==> src/rtl/matrix_add_pkg.sv <==
// Shared definitions for the pairwise matrix adder sequencer: default sizes,
// controller state encoding and bus slice helpers.
package matrix_add_pkg;

   localparam int DW_DEF    = 16;
   localparam int NPAIR_DEF = 16;

   typedef enum logic [1:0] {
      LOAD = 2'd0,
      CALC = 2'd1,
      HOLD = 2'd2
   } state_t;

   // Word 0 occupies the most significant slice of the operand bus.
   function automatic int opnd_msb(input int k, input int nword, input int dw);
      return (nword - k) * dw - 1;
   endfunction

   function automatic int sum_msb(input int p, input int npair, input int dw);
      return (npair - p) * dw - 1;
   endfunction

endpackage

==> src/rtl/mia_opnd_bank.sv <==
// Operand register file: one indexed write port, all entries flattened onto
// the operand bus for the external adder.
module mia_opnd_bank
   import matrix_add_pkg::*;
#(
   parameter int DW    = DW_DEF,
   parameter int NWORD = 2 * NPAIR_DEF,
   parameter int CW    = $clog2(NWORD)
) (
   input  logic                clk,
   input  logic                rst,
   input  logic                we,
   input  logic [CW-1:0]       widx,
   input  logic [DW-1:0]       wdata,
   output logic [NWORD*DW-1:0] opnd_bus
);

   logic [DW-1:0] mem [NWORD];

   // Entries only change on an accepted word, so the bus is stable between frames.
   always_ff @(posedge clk) begin
      if (rst) begin
         for (int i = 0; i < NWORD; i++) begin
            mem[i] <= '0;
         end
      end else if (we) begin
         mem[widx] <= wdata;
      end
   end

   for (genvar k = 0; k < NWORD; k++) begin : g_flat
      assign opnd_bus[opnd_msb(k, NWORD, DW) -: DW] = mem[k];
   end

endmodule

==> src/rtl/matrix_add_seq_ctrl.sv <==
// Sequencer for the 16-lane pairwise adder: gathers a frame of operand words,
// captures the adder result one cycle later and offers it as one result beat.
module matrix_add_seq_ctrl
   import matrix_add_pkg::*;
#(
   parameter int DW    = DW_DEF,
   parameter int NPAIR = NPAIR_DEF
) (
   input  logic                  clk,
   input  logic                  rst,
   input  logic                  s_valid,
   output logic                  s_ready,
   input  logic [DW-1:0]         s_data,
   input  logic                  s_last,
   output logic [2*NPAIR*DW-1:0] opnd_bus,
   input  logic [NPAIR*DW-1:0]   sum_bus,
   output logic                  m_valid,
   input  logic                  m_ready,
   output logic [NPAIR*DW-1:0]   m_data,
   output logic                  busy,
   output logic                  err_len,
   output logic [15:0]           frame_cnt
);

   localparam int NWORD = 2 * NPAIR;
   localparam int CW    = $clog2(NWORD);
   localparam logic [CW-1:0] LAST_IDX = CW'(NWORD - 1);

   state_t        state;
   logic [CW-1:0] cnt;
   logic          accept;

   assign accept = s_valid && s_ready && (state == LOAD);
   assign busy   = (state != LOAD) || (cnt != '0);

   mia_opnd_bank #(
      .DW    (DW),
      .NWORD (NWORD),
      .CW    (CW)
   ) u_bank (
      .clk      (clk),
      .rst      (rst),
      .we       (accept),
      .widx     (cnt),
      .wdata    (s_data),
      .opnd_bus (opnd_bus)
   );

   // An early s_last aborts the frame in place; a missing s_last on the final
   // word is only flagged, the frame still goes on to the adder.
   always_ff @(posedge clk) begin
      if (rst) begin
         state     <= LOAD;
         cnt       <= '0;
         s_ready   <= 1'b1;
         m_valid   <= 1'b0;
         m_data    <= '0;
         err_len   <= 1'b0;
         frame_cnt <= '0;
      end else begin
         err_len <= 1'b0;
         case (state)
            LOAD: begin
               if (accept) begin
                  if (cnt == LAST_IDX) begin
                     cnt     <= '0;
                     state   <= CALC;
                     s_ready <= 1'b0;
                     err_len <= !s_last;
                  end else if (s_last) begin
                     cnt     <= '0;
                     err_len <= 1'b1;
                  end else begin
                     cnt <= cnt + 1'b1;
                  end
               end
            end
            CALC: begin
               m_data  <= sum_bus;
               m_valid <= 1'b1;
               state   <= HOLD;
            end
            HOLD: begin
               if (m_ready) begin
                  m_valid   <= 1'b0;
                  frame_cnt <= frame_cnt + 16'd1;
                  s_ready   <= 1'b1;
                  state     <= LOAD;
               end
            end
            default: begin
               state   <= LOAD;
               cnt     <= '0;
               s_ready <= 1'b1;
               m_valid <= 1'b0;
            end
         endcase
      end
   end

endmodule

==> config.mk <==
export PLATFORM = sky130hd
export DESIGN_NAME = matrix_add_seq_ctrl
export DESIGN_NICKNAME = d
export VERILOG_FILES = /design/src/rtl/matrix_add_pkg.sv /design/src/rtl/mia_opnd_bank.sv /design/src/rtl/matrix_add_seq_ctrl.sv
export SDC_FILE = /design/constraint.sdc
export NUM_CORES = 1
export LEC_CHECK = 0
export ABC_AREA = 1
export CORE_AREA = 2 2 419 421
export DETAILED_ROUTE_END_ITERATION = 12
export DIE_AREA = 0 0 421 423
export SLEW_MARGIN = 20
export SYNTH_ARGS = -nofsm -noshare
export SYNTH_HDL_FRONTEND = slang
export SYNTH_HIERARCHICAL = 1
export SYNTH_SLANG_ARGS = --single-unit
==> constraint.sdc <==
create_clock -name clk -period 4.6 [get_ports clk]
set_input_delay 0.92 -clock clk [delete_from_list [all_inputs] [get_ports clk]]
set_output_delay 0.92 -clock clk [all_outputs]
set_load 0.02 [all_outputs]
==> results.cfg, run 1 <==
[sta]
setup_viol = 0
relSlewSlack = 0.2432
drv_slew = 0
timing_hold_violations_final = 0
fin_crit_sh = 0.6890
rsz0062_at_grt = no
hold_ws_ns = 0.4940
period_needed_ns = 3.169
clock.fmax_ghz = 0.3155
setup_tns_ns = 0
skew_ns = 0.01847
worstMarginPinSlew_ns = 1.135

[global_routing]
grt_first_pass_wirelength_um = 179700
grt_use_total = 0.1421
antenna_found_initial = 1
overflow = 0
grt_max_degree = 150
grt_pass1_vias = 22590

[worst_setup_path]
ff2ff_path_depth = 8
startpoint_type = flip-flop
critPathMaxStageDelay_ns = 0.66
worstPathCellList = inv_1, ha_1, nand3_1, clkdlybuf4s50_1
critPathLaunch = state[0]$_SDFFE_PP0P_
path_max_fanout = 6
slowest_stage = clkdlybuf4s50_1
arrival_ns = 2.25
setup.worst_path.class = flip-flop to output pin
endpoint = busy
r2r_end = u_bank/mem[29][12]$_SDFFCE_PN0P_
worstSetupEndpointType = output pin
r2r-start = state[1]$_SDFFE_PP0P_
crit_required_ns = 3.68
worst-r2r-setup-slack_ns = 1.59

[pwr]
worst_ir_drop_vdd_mv = 0.3400
p_per_area_nw_per_um2 = 495.0
p_leak_nw = 16.80

[yosys]
synth.most_common_cell = nor2_1
yosysWarnings = 6
synth_edf_count = 512
synth_seq_cells = 794
async_flop_share = 0
synth_cell_types = 29
synth_cells = 2527
synthTopCellsByCount = nor2_1 (1045), edfxtp_1 (512), dfxtp_1 (282)
synth_ff_type = edfxtp_1
syn_area_um2 = 28660
synth_area_per_cell_um2 = 11.34
synth.largest_area_cell = edfxtp_1
synthTopCellsByArea = edfxtp_1 (54%), dfxtp_1 (20%), nor2_1 (14%)
seq_area_frac_synth = 0.7335
netlist.area_leader.share = 0.5365
syn-num-nets = 2812

[detailed_routing]
wl_per_cell_um = 22.01
wirelength_um = 131000
drt-pass1-iter-count = 5
drc = 0
antenna_left = 0
first_iter_violations = 1544
vias = 22670
vias_per_cell = 3.809

[die]
die_h_um = 423
std_cell_rows = 153
start_util = 0.1654
core_um2 = 173200
ioPinCount = 1065
die-area_um2 = 178100
fp.dieW_um = 421

[clocking]
post_cts_buffers = 0
clk_latency_ns = 0.72
root_buffer = clkbuf_16
htree_num_levels = 3
cts_resized = 0
postCtsHoldBufs = 0
cts_tree = yes
cts-buffers-inserted = 88
cts.sinks = 794
cts_max_path_buffers = 3
clkSlewWorstSetupHoldPaths_ns = 0.06

[place]
io_buffer_count = 1064
gp_congestion = 0.8509
hpwlAfterDp_um = 96850

[min_path]
hold_class = flip-flop to flip-flop
hold_start = m_data[24]$_SDFFE_PP0N_

[layout]
num_antenna_cells = 0
drive_gt1_frac = 0.07168
utilization = 0.2573
nNetsFinal = 3840
syn2layout_area_growth_pct = 55.55

[status]
status = complete, no violations

[job]
max_cap_violations = 0
## cell type report
cell class / instances / area (µm²)
fill: 18060 / 128700
timing repair buffer: 1107 / 11010
inverter: 51 / 203.9
clock buffer: 109 / 2301
clock inverter: 53 / 719.4
tap: 2325 / 2909
sequential: 794 / 21020
multi-input combinational: 1513 / 6415
## flip-flops by register name, indices dropped and copies added, names as in the netlist
signal	count
frame_cnt	16
m_data	256
s_ready	1
u_bank/mem	512
err_len	1
cnt	5
m_valid	1
state	2
## worst min path at each step
stage / depth (start not counted) / to
3_3_place_gp: 2 / m_data[77]$_SDFFE_PP0N_
4_1_cts: 2 / m_data[211]$_SDFFE_PP0N_
6_report: 2 / m_data[24]$_SDFFE_PP0N_
2_1_floorplan: 2 / cnt[0]$_SDFFE_PP0P_
5_1_grt: 2 / m_data[221]$_SDFFE_PP0N_
3_5_place_dp: 2 / m_data[31]$_SDFFE_PP0N_
## power breakdown
group	internal [W]	switching, W	leakage (nW)	total, W
Clock	0.00438	0.00309	1.47	0.00746
Sequential	0.00856	0.000521	7.57	0.00908
Combinational	0.00218	0.00334	7.77	0.00552
Total	0.0151	0.00695	16.8	0.0221
## logic make-up after synthesis
group | share of synthesized area
compound gates | 0.04942
flops | 0.7335
buf+inv | 0.04322
fa+ha+maj | 0.003493
xor+xnor | 0.0009170
simple gates | 0.1695
## through the flow
| stage | cells | setup slack, ns | area (µm²) | total power (W) |
|---|---|---|---|---|
| 4_1_cts | 5952 | 1.328 | 44580 | 0.02238 |
| 2_1_floorplan | 2527 | 2.095 | 28660 | 0.01172 |
| 3_5_place_dp | 5790 | 0.7694 | 41560 | 0.01483 |
| 6_report | 5952 | 1.431 | 44580 | 0.02207 |
| 5_1_grt | 5952 | 1.256 | 44580 | 0.02300 |
| 3_3_place_gp | 5790 | 0.7000 | 41560 | 0.01480 |
## cell usage in the layout (no fill, tap or decap), drive strengths merged
cell type / n
clkinvlp: 2
nor3: 5
nand4: 5
inv: 56
nand3: 11
a211oi: 1
nor2: 1076
xor2: 3
ha: 8
o21ai: 267
buf: 43
clkbuf: 109
edfxtp: 512
dfxtp: 282
o21bai: 1
clkdlybuf4s50: 1064
bufinv: 14
clkinv: 32
a21oi: 13
nand2: 123
## layer usage
layer	wire length, µm	up-vias	track usage	part of all wire
li1	-	10380	-	-
met2	67440	931	0.2534	0.51
met5	0	-	0	0
met1	51020	11200	0.1641	0.39
met3	8068	168	0.03233	0.062
met4	4495	0	0.05534	0.034
## critical path, delay by kind of cell (launching register included)
kind          cells  cell delay (ns)
flops             1             0.40
fa+ha+maj         1             0.27
buf+inv           2             0.76
simple gates      1             0.11
Note: power is estimated with default switching activity, not from simulation.
==> run 2: changes to the inputs <==
Settings changed: CORE_AREA 2 2 419 421 to 2 2 421 423, DIE_AREA 0 0 421 423 to 0 0 423 425.
Clock period 4.6 ns to 2.85 ns, I/O delays scaled along.
==> run 2 against run 1 <==
  * Final cell count rose by 1.7%
  * Via count up 0.67%
  * Cell area rose by 2.3%
  * Register-to-register slack worse by 1.0 ns
  * Die area grew 0.95%
  * Sequential share of layout area down 1.1 points
  * Clock power increased by 58%
  * Total power rose by 61%
  * Combinational power is 66% higher
  * Utilization rose by 0.28 points
  * Non-clock buffer count grew 83
  * Sequential power is 61% higher
  * Critical path type unchanged
==> results.cfg, run 2 (same netlist as run 1, synthesis figures left out) <==
[worst_setup_path]
arrival_ns = 1.99
setup.worst_path.class = flip-flop to output pin
worst-r2r-setup-slack_ns = 0.56
crit_required_ns = 2.28
path_max_fanout = 1
path_buf_inv = 1
ff2ff_path_depth = 9
cp_top_family = buffers and inverters
r2r_end = u_bank/mem[4][11]$_SDFFCE_PN0P_
critPathMaxStageDelay_ns = 0.69
worstPathCellList = clkdlybuf4s50_1
r2r-start = state[1]$_SDFFE_PP0P_
worstSetupEndpointType = output pin
startpoint_type = flip-flop
slowest_stage = clkdlybuf4s50_1

[pwr]
p_per_area_nw_per_um2 = 778.9
p_leak_nw = 17.31
worst_ir_drop_vdd_mv = 0.4957

[layout]
top_regs = u_bank/mem: 512 flops, m_data: 256 flops, frame_cnt: 16 flops
final_cell_mix = clkdlybuf4s50_1 (1063), nor2_1 (1045), edfxtp_1 (512)
finalInstanceArea_um2 = 45610
num_antenna_cells = 0
nNetsFinal = 3925
syn2layout_area_growth_pct = 59.15
drive_gt1_frac = 0.09314
layout_commonest_cell = clkdlybuf4s50_1
largest_register_ff_count = 512
fillers = 18370
top_register = u_bank/mem

[die]
die-area_um2 = 179800
fp.dieW_um = 423
core_um2 = 175300
std_cell_rows = 154
ioPinCount = 1065
die_h_um = 425
start_util = 0.1634

[sta]
drv_slew = 0
skew_ns = 0.04956
rsz0062_at_grt = no
clock.fmax_ghz = 0.3901
fin_crit_sh = 0.8995
timing_hold_violations_final = 0
relSlewSlack = 0.4981
worstMarginPinSlew_ns = 0.7528
hold_ws_ns = 0.4262
setup_viol = 0
period_needed_ns = 2.564
setup_tns_ns = 0

[clocking]
cts-buffers-inserted = 90
clk_latency_ns = 0.73
clkSlewWorstSetupHoldPaths_ns = 0.07
cts_tree = yes
postCtsHoldBufs = 0
root_buffer = clkbuf_16
cts.sinks = 794
cts_max_path_buffers = 3
htree_num_levels = 3

[detailed_routing]
route.met2.wl_um = 64480
met1_length_um = 48460
wl_per_cell_um = 21.01
wirelength_um = 127200
drc = 0
first_iter_violations = 1676
antenna_left = 0
drt-pass1-iter-count = 5
met3WireLength_um = 8261
vias = 22830
vias_per_cell = 3.770
dr.max_layer_used = met5

[min_path]
hold_depth = 3
hold_start = sum_bus[62]
hold_end = m_data[62]$_SDFFE_PP0N_
hold_class = primary input to flip-flop

[place]
io_buffer_count = 1064
gp_congestion = 0.8506
place_area_um2 = 42640
hpwlAfterDp_um = 93370

[global_routing]
grt_max_degree = 133
grt_use_total = 0.1359
grt_first_pass_wirelength_um = 174200
grt_pass1_vias = 22670
antenna_found_initial = 6
overflow = 0

[job]
max_cap_violations = 0

[status]
status = complete, no violations
[run 2: changes by cell type in the layout (fill, tap and decap cells not counted), moves of 3 or more]
cell        previous run  this run
clkinvlp_4             2         5
inv_6                  4         7
bufinv_16             14         6
clkinv_2              13        10
buf_4                 40        88
clkbuf_8               2         7
buf_12                 3        38
[run 2: layout make-up]
class,instances,area (µm²),area share
flip-flops and latches,794,21020,0.4609
repair buffers,1190,12070,0.2646
multi-input cells,1513,6412,0.1406
well taps,2340,2928,0.06419
clock buffers,118,2427,0.05322
clock inverters,49,548.0,0.01202
inverters,51,203.9,0.004472
[run 2: through the flow]
step / total power [W] / utilization / instances / setup WS (ns)
after detailed placement: 0.02412 / 0.2432 / 5888 / 0.2209
after CTS: 0.03607 / 0.2601 / 6055 / 0.1605
after global routing: 0.03707 / 0.2601 / 6055 / 0.1373
final: 0.03553 / 0.2601 / 6055 / 0.2865
after floorplan: 0.01891 / - / 2527 / 0.6167
after global placement: 0.02405 / 0.2432 / 5888 / 0.2323
[run 2: timing repair]
action,4_1_cts,5_1_grt
buffers inserted,0,0
endpoints found under the hold margin,0,0
resized for setup,1,0
setup endpoints to repair,1,0
[run 2: worst max-delay path by stage]
stage / cells after the start / startpoint / endpoint
floorplan: 9 / state[0]$_SDFFE_PP0P_ / u_bank/mem[25][0]$_SDFFCE_PN0P_
global placement: 8 / s_valid / u_bank/mem[24][4]$_SDFFCE_PN0P_
detailed placement: 8 / s_valid / u_bank/mem[4][13]$_SDFFCE_PN0P_
CTS: 1 / u_bank/mem[26][15]$_SDFFCE_PN0P_ / opnd_bus[95]
global route: 4 / state[0]$_SDFFE_PP0P_ / busy
finish: 1 / u_bank/mem[26][4]$_SDFFCE_PN0P_ / opnd_bus[84]
[run 2: layer usage]
metal,up-vias,GRT usage
met5,-,0
met4,4,0.06317
met3,207,0.03362
met2,916,0.2392
met1,11140,0.1541
li1,10550,-
[run 2: where the power goes]
group          internal [W]  leakage [nW]  switching, W  total (W)
clock               0.00664          1.43       0.00512     0.0118
combinational       0.00368          8.31       0.00548    0.00916
sequential           0.0138          7.57      0.000802     0.0146
total                0.0241          17.3        0.0114     0.0355
